`src/rtl/multicycle_control_if.sv`:
```
// Control bundle between the multi-cycle sequencer and the datapath.
// The sequencer takes the master side; the datapath (or a bench) takes the slave side.
interface multicycle_control_if #(
    parameter int unsigned RETIRE_W = 16
) ();
    logic                enable;
    logic [5:0]          opcode;

    logic                pc_write;
    logic                pc_write_cond;
    logic                iord;
    logic                mem_read;
    logic                mem_write;
    logic                ir_write;
    logic                mem_to_reg;
    logic                reg_write;
    logic                reg_dst;
    logic                alu_src_a;
    logic [1:0]          alu_src_b;
    logic [1:0]          alu_op;
    logic [1:0]          pc_source;

    logic [3:0]          state;
    logic                halted;
    logic                retire;
    logic [RETIRE_W-1:0] retire_count;

    modport master (
        input  enable, opcode,
        output pc_write, pc_write_cond, iord, mem_read, mem_write, ir_write,
        output mem_to_reg, reg_write, reg_dst, alu_src_a, alu_src_b, alu_op, pc_source,
        output state, halted, retire, retire_count
    );

    modport slave (
        output enable, opcode,
        input  pc_write, pc_write_cond, iord, mem_read, mem_write, ir_write,
        input  mem_to_reg, reg_write, reg_dst, alu_src_a, alu_src_b, alu_op, pc_source,
        input  state, halted, retire, retire_count
    );
endinterface

```
`src/rtl/multicycle_control.sv`:
```
// Moore control sequencer for the multi-cycle datapath: fetch/decode/execute/mem/write-back,
// global stall, halt on illegal opcode and a wrapping retired-instruction counter.
module multicycle_control #(
    parameter int unsigned RETIRE_W = 16
) (
    input logic                  clk,
    input logic                  rst_n,
    multicycle_control_if.master bus
);

    typedef enum logic [3:0] {
        StFetch     = 4'd0,
        StDecode    = 4'd1,
        StMemAddr   = 4'd2,
        StMemRead   = 4'd3,
        StMemWb     = 4'd4,
        StMemWrite  = 4'd5,
        StExecute   = 4'd6,
        StRCompl    = 4'd7,
        StBranch    = 4'd8,
        StJump      = 4'd9,
        StAddiExe   = 4'd10,
        StAddiCompl = 4'd11,
        StHalt      = 4'd15
    } state_e;

    localparam logic [5:0] OpLw    = 6'h23;
    localparam logic [5:0] OpSw    = 6'h2B;
    localparam logic [5:0] OpRtype = 6'h00;
    localparam logic [5:0] OpBeq   = 6'h04;
    localparam logic [5:0] OpJ     = 6'h02;
    localparam logic [5:0] OpAddi  = 6'h08;

    state_e              state_q, state_d;
    logic [RETIRE_W-1:0] retire_q, retire_d;

    logic       pc_write_raw, pc_write_cond_raw, mem_read_raw, mem_write_raw;
    logic       ir_write_raw, reg_write_raw;
    logic       iord_c, mem_to_reg_c, reg_dst_c, alu_src_a_c;
    logic [1:0] alu_src_b_c, alu_op_c, pc_source_c;
    logic       terminal;
    logic       gate;

    // Stall and reset both suppress every side effect; selects stay state-driven.
    assign gate = bus.enable & rst_n;

    always_ff @(posedge clk or negedge rst_n) begin
        if (!rst_n) begin
            state_q  <= StFetch;
            retire_q <= '0;
        end else begin
            state_q  <= state_d;
            retire_q <= retire_d;
        end
    end

    always_comb begin
        state_d = state_q;
        if (bus.enable) begin
            case (state_q)
                StFetch:   state_d = StDecode;
                StDecode: begin
                    case (bus.opcode)
                        OpLw, OpSw: state_d = StMemAddr;
                        OpRtype:    state_d = StExecute;
                        OpBeq:      state_d = StBranch;
                        OpJ:        state_d = StJump;
                        OpAddi:     state_d = StAddiExe;
                        default:    state_d = StHalt;
                    endcase
                end
                StMemAddr: state_d = (bus.opcode == OpLw) ? StMemRead : StMemWrite;
                StMemRead: state_d = StMemWb;
                StExecute: state_d = StRCompl;
                StAddiExe: state_d = StAddiCompl;
                StMemWb, StMemWrite, StRCompl, StBranch, StJump, StAddiCompl:
                    state_d = StFetch;
                StHalt:    state_d = StHalt;
                default:   state_d = StHalt;
            endcase
        end
    end

    always_comb begin
        pc_write_raw      = 1'b0;
        pc_write_cond_raw = 1'b0;
        mem_read_raw      = 1'b0;
        mem_write_raw     = 1'b0;
        ir_write_raw      = 1'b0;
        reg_write_raw     = 1'b0;
        iord_c            = 1'b0;
        mem_to_reg_c      = 1'b0;
        reg_dst_c         = 1'b0;
        alu_src_a_c       = 1'b0;
        alu_src_b_c       = 2'b00;
        alu_op_c          = 2'b00;
        pc_source_c       = 2'b00;
        case (state_q)
            StFetch: begin
                mem_read_raw = 1'b1;
                ir_write_raw = 1'b1;
                pc_write_raw = 1'b1;
                alu_src_b_c  = 2'b01;
            end
            StDecode:  alu_src_b_c = 2'b11;
            StMemAddr: begin
                alu_src_a_c = 1'b1;
                alu_src_b_c = 2'b10;
            end
            StMemRead: begin
                mem_read_raw = 1'b1;
                iord_c       = 1'b1;
            end
            StMemWb: begin
                reg_write_raw = 1'b1;
                mem_to_reg_c  = 1'b1;
            end
            StMemWrite: begin
                mem_write_raw = 1'b1;
                iord_c        = 1'b1;
            end
            StExecute: begin
                alu_src_a_c = 1'b1;
                alu_op_c    = 2'b10;
            end
            StRCompl: begin
                reg_write_raw = 1'b1;
                reg_dst_c     = 1'b1;
            end
            StBranch: begin
                alu_src_a_c       = 1'b1;
                alu_op_c          = 2'b01;
                pc_write_cond_raw = 1'b1;
                pc_source_c       = 2'b01;
            end
            StJump: begin
                pc_write_raw = 1'b1;
                pc_source_c  = 2'b10;
            end
            StAddiExe: begin
                alu_src_a_c = 1'b1;
                alu_src_b_c = 2'b10;
            end
            StAddiCompl: reg_write_raw = 1'b1;
            default: ;
        endcase
    end

    assign terminal = state_q inside {StMemWb, StMemWrite, StRCompl, StBranch, StJump,
                                      StAddiCompl};

    always_comb begin
        retire_d = retire_q;
        if (terminal && bus.enable) begin
            retire_d = retire_q + RETIRE_W'(1);
        end
    end

    assign bus.pc_write      = pc_write_raw & gate;
    assign bus.pc_write_cond = pc_write_cond_raw & gate;
    assign bus.mem_read      = mem_read_raw & gate;
    assign bus.mem_write     = mem_write_raw & gate;
    assign bus.ir_write      = ir_write_raw & gate;
    assign bus.reg_write     = reg_write_raw & gate;
    assign bus.iord          = iord_c;
    assign bus.mem_to_reg    = mem_to_reg_c;
    assign bus.reg_dst       = reg_dst_c;
    assign bus.alu_src_a     = alu_src_a_c;
    assign bus.alu_src_b     = alu_src_b_c;
    assign bus.alu_op        = alu_op_c;
    assign bus.pc_source     = pc_source_c;
    assign bus.state         = state_q;
    assign bus.halted        = (state_q == StHalt);
    assign bus.retire        = terminal & gate;
    assign bus.retire_count  = retire_q;

endmodule
```
`src/flat_wrapper.sv`:
```
// flat-port wrapper written by rule: the top's interface ports become plain ports
module multicycle_control_flat 
#(
    parameter int unsigned RETIRE_W = 16
)
  (clk, rst_n, bus_enable, bus_opcode, bus_pc_write, bus_pc_write_cond, bus_iord, bus_mem_read, bus_mem_write, bus_ir_write, bus_mem_to_reg, bus_reg_write, bus_reg_dst, bus_alu_src_a, bus_alu_src_b, bus_alu_op, bus_pc_source, bus_state, bus_halted, bus_retire, bus_retire_count);
  multicycle_control_if #(.RETIRE_W(RETIRE_W)) bus_i ();
  input logic clk;
  input logic rst_n;
  input wire logic [$bits(bus_i.enable)-1:0] bus_enable;
  input wire logic [$bits(bus_i.opcode)-1:0] bus_opcode;
  output wire logic [$bits(bus_i.pc_write)-1:0] bus_pc_write;
  output wire logic [$bits(bus_i.pc_write_cond)-1:0] bus_pc_write_cond;
  output wire logic [$bits(bus_i.iord)-1:0] bus_iord;
  output wire logic [$bits(bus_i.mem_read)-1:0] bus_mem_read;
  output wire logic [$bits(bus_i.mem_write)-1:0] bus_mem_write;
  output wire logic [$bits(bus_i.ir_write)-1:0] bus_ir_write;
  output wire logic [$bits(bus_i.mem_to_reg)-1:0] bus_mem_to_reg;
  output wire logic [$bits(bus_i.reg_write)-1:0] bus_reg_write;
  output wire logic [$bits(bus_i.reg_dst)-1:0] bus_reg_dst;
  output wire logic [$bits(bus_i.alu_src_a)-1:0] bus_alu_src_a;
  output wire logic [$bits(bus_i.alu_src_b)-1:0] bus_alu_src_b;
  output wire logic [$bits(bus_i.alu_op)-1:0] bus_alu_op;
  output wire logic [$bits(bus_i.pc_source)-1:0] bus_pc_source;
  output wire logic [$bits(bus_i.state)-1:0] bus_state;
  output wire logic [$bits(bus_i.halted)-1:0] bus_halted;
  output wire logic [$bits(bus_i.retire)-1:0] bus_retire;
  output wire logic [$bits(bus_i.retire_count)-1:0] bus_retire_count;
  assign bus_i.enable = bus_enable;
  assign bus_i.opcode = bus_opcode;
  assign bus_pc_write = bus_i.pc_write;
  assign bus_pc_write_cond = bus_i.pc_write_cond;
  assign bus_iord = bus_i.iord;
  assign bus_mem_read = bus_i.mem_read;
  assign bus_mem_write = bus_i.mem_write;
  assign bus_ir_write = bus_i.ir_write;
  assign bus_mem_to_reg = bus_i.mem_to_reg;
  assign bus_reg_write = bus_i.reg_write;
  assign bus_reg_dst = bus_i.reg_dst;
  assign bus_alu_src_a = bus_i.alu_src_a;
  assign bus_alu_src_b = bus_i.alu_src_b;
  assign bus_alu_op = bus_i.alu_op;
  assign bus_pc_source = bus_i.pc_source;
  assign bus_state = bus_i.state;
  assign bus_halted = bus_i.halted;
  assign bus_retire = bus_i.retire;
  assign bus_retire_count = bus_i.retire_count;
  multicycle_control #(.RETIRE_W(RETIRE_W)) u_core (.clk(clk), .rst_n(rst_n), .bus(bus_i));
endmodule
```
`config.mk`:
```
export PLATFORM = sky130hd
export DESIGN_NAME = multicycle_control_flat
export DESIGN_NICKNAME = d
export VERILOG_FILES = /design/src/rtl/multicycle_control_if.sv /design/src/rtl/multicycle_control.sv /design/src/flat_wrapper.sv
export SDC_FILE = /design/constraint.sdc
export NUM_CORES = 1
export LEC_CHECK = 0
export ABC_AREA = 1
export CAP_MARGIN = 20
export CORE_MARGIN = 10
export CORE_UTILIZATION = 25
export CTS_CLUSTER_DIAMETER = 60
export DETAILED_ROUTE_END_ITERATION = 10
export MAX_ROUTING_LAYER = met4
export PLACE_DENSITY_LB_ADDON = 0.05
export SYNTH_ARGS = -nofsm -noshare
export SYNTH_HDL_FRONTEND = slang
export SYNTH_SLANG_ARGS = --single-unit
```
`constraint.sdc`:
```
create_clock -name clk -period 1.2 [get_ports clk]
set_input_delay 0.18 -clock clk [delete_from_list [all_inputs] [get_ports clk]]
set_output_delay 0.18 -clock clk [all_outputs]
set_load 0.02 [all_outputs]
```
==> results by group, run 1 <==
Synthesis
  – FF+latch count, synth: 20
  – Cell count after synthesis: 205
  – Count of cell types in the netlist: 27
  – Syn nets: 215
  – Top_reg_cell synth: dfrtp_1
  – Post-synth top area share: 34.84%
  – Syn Area/Cell: 7.007 µm²
  – Most common library cells after synthesis: nand2_1 (53), nor2_1 (37), inv_1 (30)
  – Ys async rst share: 100.0%
  – EDFF count, synth: 0
  – Mapped Area: 1436 µm²
  – Largest area contributor in the synthesized netlist: dfrtp_1
  – Most frequent cell after synthesis: nand2_1
  – Syn. warnings: 0
  – Largest cells by area after synthesis: dfrtp_1 (35%), nand2_1 (14%), nor2_1 (9.7%), inv_1 (7.8%), xor2_1 (4.9%)
  – Register area share after synthesis: 34.84%

Placement
  – Post-placement cell count: 372
  – Place WS: -0.6972 ns
  – Gpl congestion: 0.7685
  – Port bufs: 46
  – Hpwl dp: 3.569 mm

Outcome
  – Status: finished, violations left
  – Failing checks: negative setup slack

Clock tree
  – Cts bufs inserted: 3
  – CTS clock-pin slew for the worst setup and hold paths: 0.08 ns
  – Clk Latency, worst-skew pair: 0.26 ns
  – H-tree depth: 1
  – CTS Root Cell: clkbuf_8
  – Post-cts hold buffer count: 0
  – Clock sink total: 20
  – Clk buf depth: 2
  – CTS tree: yes

Power
  – Leakage: 1.429 nW
  – Power Density: 2211 nW/µm²
  – Peak supply drop: 0.0009133 V

STA
  – Worst Tran Pin Value: 0.3744 ns
  – Final setup skew: 0.007838 ns
  – Tcrit/Tclk final: 136.3%
  – Slew Viols, Final: 0
  – RSZ-0062 raised after global routing: true
  – Hold WS: 0.3035 ns
  – Slew headroom: 74.95%
  – Fmax achieved: 0.6115 GHz
  – Setup violators final: 41
  – Final hold violations: 0
  – Final worst slack: -0.4353 ns
  – Minimum clock period: 1.635 ns

Die
  – Initial Util: 25.93%
  – Core ar.: 5540 µm²
  – I/O pins: 47
  – Die Area: 9178 µm²
  – Chip height: 95.80 µm
  – Die W: 95.80 µm
  – FP Rows: 27

Finish
  – Layout cells sized above 1: 58.07%
  – Nets: 333
  – Area growth syn-to-layout: 106.1%
  – Final cell count without fillers: 394
  – Layout Utilization: 53.43%
  – Reg area: 518.0 µm²
  – Multi-input gate area: 1084 µm²
  – Fillcell total: 559
  – Antenna fix cells: 0

Setup path
  – Worst reg-to-reg setup slack: -0.43 ns
  – Critical Path AT: 1.46 ns
  – CP Data Required Time: 1.02 ns
  – R2R depth: 11
  – Setup CP Type: reg -> out
  – CP startpoint kind: register
  – Endpoint class of the critical path: primary output
  – Worst r2r src: u_core.bus.state[0]
  – Worst Path Max Fanout: 5
  – Reg2reg end: u_core.bus.retire_count[11]

Routing
  – Avg WL per Cell: 12.14 µm
  – DR pass1 iterations: 4
  – DR iter-0 viols: 42
  – Post-route ant nets: 0
  – Drt total wl: 4.782 mm
  – Total number of vias: 1,635
  – Post-DR vias/cell: 4.150
  – DRC: 0

Global routing
  – First-pass GRT wire length: 7.741 mm
  – Total congestion overflow: 0
  – Overall Global Routing Usage: 10.71%
  – Largest net degree at the start of global routing: 21
  – Vias in the first global route: 1,613
  – Antenna violations before repair: 0

Worst hold path
  – Hold Crit Class: in -> async

Flow run
  – Max Cap Violations: 0
## worst max-delay path: stages, from the launching register on
cell     delay (ns)
dfrtp_2        0.49
nor2_4         0.19
buf_6          0.14
inv_8          0.04
nor2_4         0.11
nor2_2         0.04
nand2_2        0.06
buf_6          0.11
## timing repair
action / 4_1_cts / 5_1_grt
setup endpoints to repair: 58 / 51
endpoints found under the hold margin: 0 / 0
resized for setup: 173 / 74
cloned: 1 / 0
pin swaps: 9 / 15
setup buffers: 9 / 11
## metal layers
layer  vias to the layer above  wire, µm  track usage (%)
li1                        871         -                -
met1                       729      2324            13.97
met2                        33      2169            16.70
met3                         2       265            2.490
met4                         0        23            1.843
met5                         -         0                -
## flip-flops by register name (all words and copies together), names as in the netlist
| name | count |
|---|---|
| u_core.bus.retire_count | 16 |
| u_core.bus.state | 4 |
## cell usage in the layout, fill, tap and decap left out, types with 8 or more instances in the layout
cell type and instances:
buf_4 51, nand2_1 40, buf_6 38, nor2_1 21, inv_1 21, nor2_4 15, dfrtp_2 14, inv_2 12
nand2_2 11, clkdlybuf4s50_1 8
## through the flow
step	instance area, µm²	TNS [ns]	power (mW)
final	2960	-12.91	6.545
after global placement	2486	-18.12	4.601
after detailed placement	2486	-18.02	4.590
after floorplan	1572	-2.182	2.822
after global routing	2960	-15.93	6.995
after CTS	2735	-12.64	5.838
## kinds of logic (layout without fill, tap and decap cells)
| group | Yosys count | after routing | share of synthesized area [%] |
|---|---|---|---|
| fa+ha+maj | 1 | 1 | 0.8709 |
| flops | 20 | 20 | 34.84 |
| compound gates | 18 | 18 | 6.708 |
| xor+xnor | 11 | 11 | 6.708 |
| simple gates | 118 | 119 | 40.94 |
| buf+inv | 37 | 153 | 9.931 |
## report_power, final
group,internal [mW],leakage (nW),switching [mW]
logic,2.34,1.16,2.30
clock network,0.446,0.0357,0.242
registers,0.893,0.234,0.325
## worst max path at each step
stage,start,endpoint,slack (ns),cells past startpoint
after floorplan,u_core.bus.state[3],u_core.bus.retire_count[11],-0.17,8
after global placement,bus_enable,bus_mem_read,-0.69,5
after detailed placement,bus_enable,bus_pc_write,-0.70,5
after CTS,u_core.bus.state[2],bus_mem_read,-0.44,4
after global routing,u_core.bus.state[0],u_core.bus.retire_count[10],-0.52,11
final,u_core.bus.state[2],bus_alu_src_b[1],-0.44,7
## layout make-up
cell class | count | area share [%]
tap | 72 | 3.043
inverter | 36 | 5.156
sequential | 20 | 17.50
timing repair buffer | 113 | 35.29
clock buffer | 3 | 1.395
multi-input combinational | 149 | 36.60
clock inverter | 1 | 1.014
No activity file was read; power rests on OpenSTA's default activity.
==> run 2: changes to the inputs <==
==> constraint.sdc (replaced) <==
create_clock -name clk -period 1.2 [get_ports clk]
set_input_delay 0.36 -clock clk [delete_from_list [all_inputs] [get_ports clk]]
set_output_delay 0.36 -clock clk [all_outputs]
set_load 0.02 [all_outputs]
==> results by group, run 2 (synthesized netlist as in run 1, its figures left out) <==
Outcome
  – Status: finished, violations left
  – Failing checks: negative setup slack

Clock tree
  – CTS tree: yes
  – Clk buf depth: 2
  – CTS clock-pin slew for the worst setup and hold paths: 0.08 ns
  – Clk Latency, worst-skew pair: 0.26 ns
  – CTS Root Cell: clkbuf_8
  – H-tree depth: 1
  – Post-cts hold buffer count: 0
  – Cts bufs inserted: 3
  – Clock sink total: 20

Finish
  – Antenna fix cells: 0
  – Design area: 3122 µm²
  – Max reg flops: 16
  – Most common cell after layout, fill and taps aside: buf_6
  – Final cell count without fillers: 401
  – Commonest non-fill, non-tap cells in the layout: buf_6 (53), buf_4 (49), nand2_1 (36)
  – Layout cells sized above 1: 62.92%
  – Area growth syn-to-layout: 117.3%
  – Nets: 340
  – Layout Utilization: 56.35%

Global routing
  – Largest net degree at the start of global routing: 21
  – Vias in the first global route: 1,716
  – First-pass GRT wire length: 7.921 mm
  – Antenna violations before repair: 0
  – Total congestion overflow: 0
  – Overall Global Routing Usage: 10.96%

Routing
  – Drt total wl: 5.077 mm
  – Total number of vias: 1,724
  – DR iter-0 viols: 49
  – Met3 wire length: 220 µm
  – Avg WL per Cell: 12.66 µm
  – DR pass1 iterations: 4
  – DRC: 0
  – Met1 wire length: 2.233 mm
  – Top Metal Used: met4
  – Post-route ant nets: 0
  – DR WL met2: 2.584 mm
  – Post-DR vias/cell: 4.299

Placement
  – Post-placement cell count: 377
  – Port bufs: 46
  – Hpwl dp: 3.751 mm
  – Gpl congestion: 0.7524
  – Placed inst area: 2554 µm²
  – Place WS: -1.056 ns

STA
  – Final worst slack: -0.6196 ns
  – Slew Viols, Final: 0
  – Setup TNS: -17.81 ns
  – Slew headroom: 75.54%
  – Worst Tran Pin Value: 0.3656 ns
  – RSZ-0062 raised after global routing: true
  – Setup violators final: 42
  – Tcrit/Tclk final: 151.6%
  – Minimum clock period: 1.820 ns
  – Final setup skew: 0.01147 ns
  – Hold WS: 0.2386 ns
  – Fmax achieved: 0.5496 GHz
  – Final hold violations: 0

Die
  – FP Rows: 27
  – Chip height: 95.80 µm
  – Initial Util: 25.93%
  – Die W: 95.80 µm
  – I/O pins: 47
  – Die Area: 9178 µm²
  – Core ar.: 5540 µm²

Setup path
  – Critical Path AT: 1.46 ns
  – Setup CP Type: reg -> out
  – CP Data Required Time: 0.84 ns
  – Worst Path Max Fanout: 6
  – CP startpoint kind: register
  – R2R depth: 10
  – Endpoint class of the critical path: primary output

Power
  – Leakage: 1.539 nW
  – Sw Share: 45.27%
  – Power Density: 2162 nW/µm²
  – Power, Total: 6.750 mW
  – Psw: 3.056 mW
  – Internal: 3.695 mW
  – Logic pwr share: 75.8%
  – Share of power burned in registers: 17.3%
  – Peak supply drop: 0.0008891 V
  – Clk network pwr share: 6.9%

Worst hold path
  – Hold Crit Class: in -> async

Flow run
  – Max Cap Violations: 0
## run 2: what timing repair did
item,in CTS,in global routing
endpoints found under the setup margin,58,54
gates resized for setup,244,66
hold endpoints to repair,0,0
buffers inserted,11,15
pin swaps,14,28
## run 2: cell type report
type / count / area (µm²)
repair buffers: 121 / 1165
inverters: 36 / 162.7
multi-input cells: 148 / 1147
clock buffers: 4 / 45.04
well taps: 72 / 90.09
fillers: 538 / 2419
flip-flops and latches: 20 / 511.7
## run 2: worst paths after layout
kind                                            start                           to  slack (ns)
max in group asynchronous                       rst_n          u_core.bus.state[2]        0.71
setup / recovery                  u_core.bus.state[2]             bus_alu_src_b[1]       -0.62
hold / removal                                  rst_n  u_core.bus.retire_count[10]        0.24
hold reg to reg            u_core.bus.retire_count[2]   u_core.bus.retire_count[2]        0.49
setup reg to reg                  u_core.bus.state[1]  u_core.bus.retire_count[11]       -0.45
min in group clk           u_core.bus.retire_count[2]   u_core.bus.retire_count[2]        0.49
## run 2: metal layers
metal	up-vias	track usage (%)
met3	4	2.412
met2	32	18.23
met5	-	-
met4	0	1.474
li1	888	-
met1	800	13.60
## run 2: power by group through the flow
stage	registers (mW)	logic [mW]	clock network [mW]
global placement	1.12	3.62	0
global route	1.20	5.45	0.519
CTS	1.17	4.24	0.485
finish	1.17	5.12	0.467
detailed placement	1.13	3.63	0
floorplan	1.38	1.54	0
## run 2: worst max-delay path, cell delays in order (launching register included)
cell and delay, ns:
dfrtp_2 0.46, nor2_4 0.29, inv_4 0.09, nor2_4 0.13, nor2_1 0.06, nand2_2 0.06, buf_6 0.11
==> run 3: changes to the inputs <==
--- a/config.mk
+++ b/config.mk
@@ -11,8 +11,9 @@
 export CORE_UTILIZATION = 25
 export CTS_CLUSTER_DIAMETER = 60
 export DETAILED_ROUTE_END_ITERATION = 10
+export HOLD_SLACK_MARGIN = 0.15
 export MAX_ROUTING_LAYER = met4
-export PLACE_DENSITY_LB_ADDON = 0.05
+export PLACE_DENSITY_LB_ADDON = 0.25
 export SYNTH_ARGS = -nofsm -noshare
 export SYNTH_HDL_FRONTEND = slang
 export SYNTH_SLANG_ARGS = --single-unit
==> results by group, run 3 (synthesized netlist as in run 1, its figures left out) <==
STA
  – Fmax achieved: 0.5683 GHz
  – Slew Viols, Final: 0
  – Tcrit/Tclk final: 146.6%
  – Setup TNS: -17.22 ns
  – Setup violators final: 42
  – Final setup skew: 0.001766 ns
  – RSZ-0062 raised after global routing: true
  – Slew headroom: 81.03%
  – Final hold violations: 0
  – Worst Tran Pin Value: 0.2824 ns
  – Minimum clock period: 1.760 ns
  – Final worst slack: -0.5595 ns

Finish
  – Commonest non-fill, non-tap cells in the layout: buf_4 (61), nand2_1 (44), buf_6 (31)
  – Area growth syn-to-layout: 92.51%
  – Final cell count without fillers: 392
  – Nets: 331
  – Antenna fix cells: 0
  – Max reg flops: 16
  – Fillcell total: 547
  – Layout cells sized above 1: 57.81%
  – Most common cell after layout, fill and taps aside: buf_4
  – Layout Utilization: 49.91%

Power
  – Power Density: 2085 nW/µm²
  – Peak supply drop: 0.001380 V
  – Leakage: 1.381 nW

Die
  – Initial Util: 25.93%
  – I/O pins: 47
  – Chip height: 95.80 µm
  – FP Rows: 27
  – Die W: 95.80 µm
  – Core ar.: 5540 µm²
  – Die Area: 9178 µm²

Clock tree
  – CTS clock-pin slew for the worst setup and hold paths: 0.07 ns
  – Clk Latency, worst-skew pair: 0.26 ns
  – Cts bufs inserted: 3
  – Clk buf depth: 2
  – Post-cts hold buffer count: 0
  – CTS tree: yes
  – H-tree depth: 1
  – CTS Root Cell: clkbuf_8
  – Clock sink total: 20

Setup path
  – CP Data Required Time: 0.84 ns
  – Critical Path AT: 1.40 ns
  – Setup CP Type: reg -> out
  – Worst Path Max Fanout: 6
  – Endpoint class of the critical path: primary output
  – CP startpoint kind: register
  – R2R depth: 10

Routing
  – DR WL met2: 2.270 mm
  – Top Metal Used: met4
  – Met3 wire length: 106 µm
  – Met1 wire length: 1.945 mm
  – Post-route ant nets: 0
  – DR pass1 iterations: 4
  – Avg WL per Cell: 11.13 µm
  – DRC: 0
  – Total number of vias: 1,626
  – DR iter-0 viols: 37
  – Drt total wl: 4.362 mm
  – Post-DR vias/cell: 4.148

Global routing
  – Antenna violations before repair: 0
  – Total congestion overflow: 0
  – First-pass GRT wire length: 7.327 mm
  – Overall Global Routing Usage: 10.09%
  – Vias in the first global route: 1,627
  – Largest net degree at the start of global routing: 21

Worst hold path
  – Hold Crit Class: in -> async

Flow run
  – Max Cap Violations: 0

Placement
  – Place WS: -1.111 ns
  – Hpwl dp: 3.555 mm
  – Port bufs: 46
  – Gpl congestion: 0.7877
  – Post-placement cell count: 380

Outcome
  – Failing checks: negative setup slack
  – Status: finished, violations left
==> run 3: cell types whose count changed in the layout (fill, tap and decap cells not counted), sizes merged <==
cell	change
buf	-9
clkdlybuf4s50	-5
clkinv	-1
inv	+1
dlymetal6s2s	-1
dlygate4sd2	+6
==> run 3: worst max-delay path, stage by stage, from the launching register on <==
cell	delay, ns
dfrtp_2	0.47
nor2_4	0.21
nand2_2	0.14
a21oi_4	0.15
buf_2	0.17
==> run 3: per-layer routing <==
metal	vias to the layer above	global-route usage, %
li1	862	-
met1	736	11.98
met4	0	2.948
met2	24	17.61
met5	-	-
met3	4	1.012
==> run 3: timing repair <==
item | CTS | global route
setup buffers | 6 | 5
setup endpoints to repair | 58 | 52
pin swaps | 13 | 5
gates resized for setup | 221 | 27
==> run 3: cell type report <==
class                           count  area (µm²)  share of cell area [%]
Multi-Input combinational cell    148        1013                   36.65
Timing Repair Buffer              112       952.2                   34.43
Sequential cell                    20       514.2                   18.60
Inverter                           36       140.1                   5.068
Tap cell                           72       90.09                   3.258
Clock buffer                        4       55.05                   1.991
==> run 3: stage by stage <==
stage / hold WS [ns] / area, µm² / power [mW]
after floorplan: 0.06441 / 1585 / 2.919
after global placement: 0.5181 / 2576 / 4.752
after detailed placement: 0.5202 / 2576 / 4.764
after CTS: 0.2996 / 2650 / 5.523
after global routing: 0.2971 / 2765 / 6.189
final: 0.2770 / 2765 / 5.767
==> run 3: worst paths after layout <==
kind                                            start                           to  slack, ns
min in group clk           u_core.bus.retire_count[3]   u_core.bus.retire_count[3]       0.51
max                               u_core.bus.state[3]                 bus_mem_read      -0.56
min reg2reg                u_core.bus.retire_count[3]   u_core.bus.retire_count[3]       0.51
max in group asynchronous                       rst_n          u_core.bus.state[2]       0.69
min                                             rst_n   u_core.bus.retire_count[9]       0.28
max reg2reg                       u_core.bus.state[1]  u_core.bus.retire_count[11]      -0.48
==> run 3: power by group <==
group          internal (mW)  total (mW)  switching (mW)
registers              0.886        1.18           0.295
clock network          0.292       0.511           0.219
logic                   1.99        4.07            2.09
total                   3.17        5.77            2.60
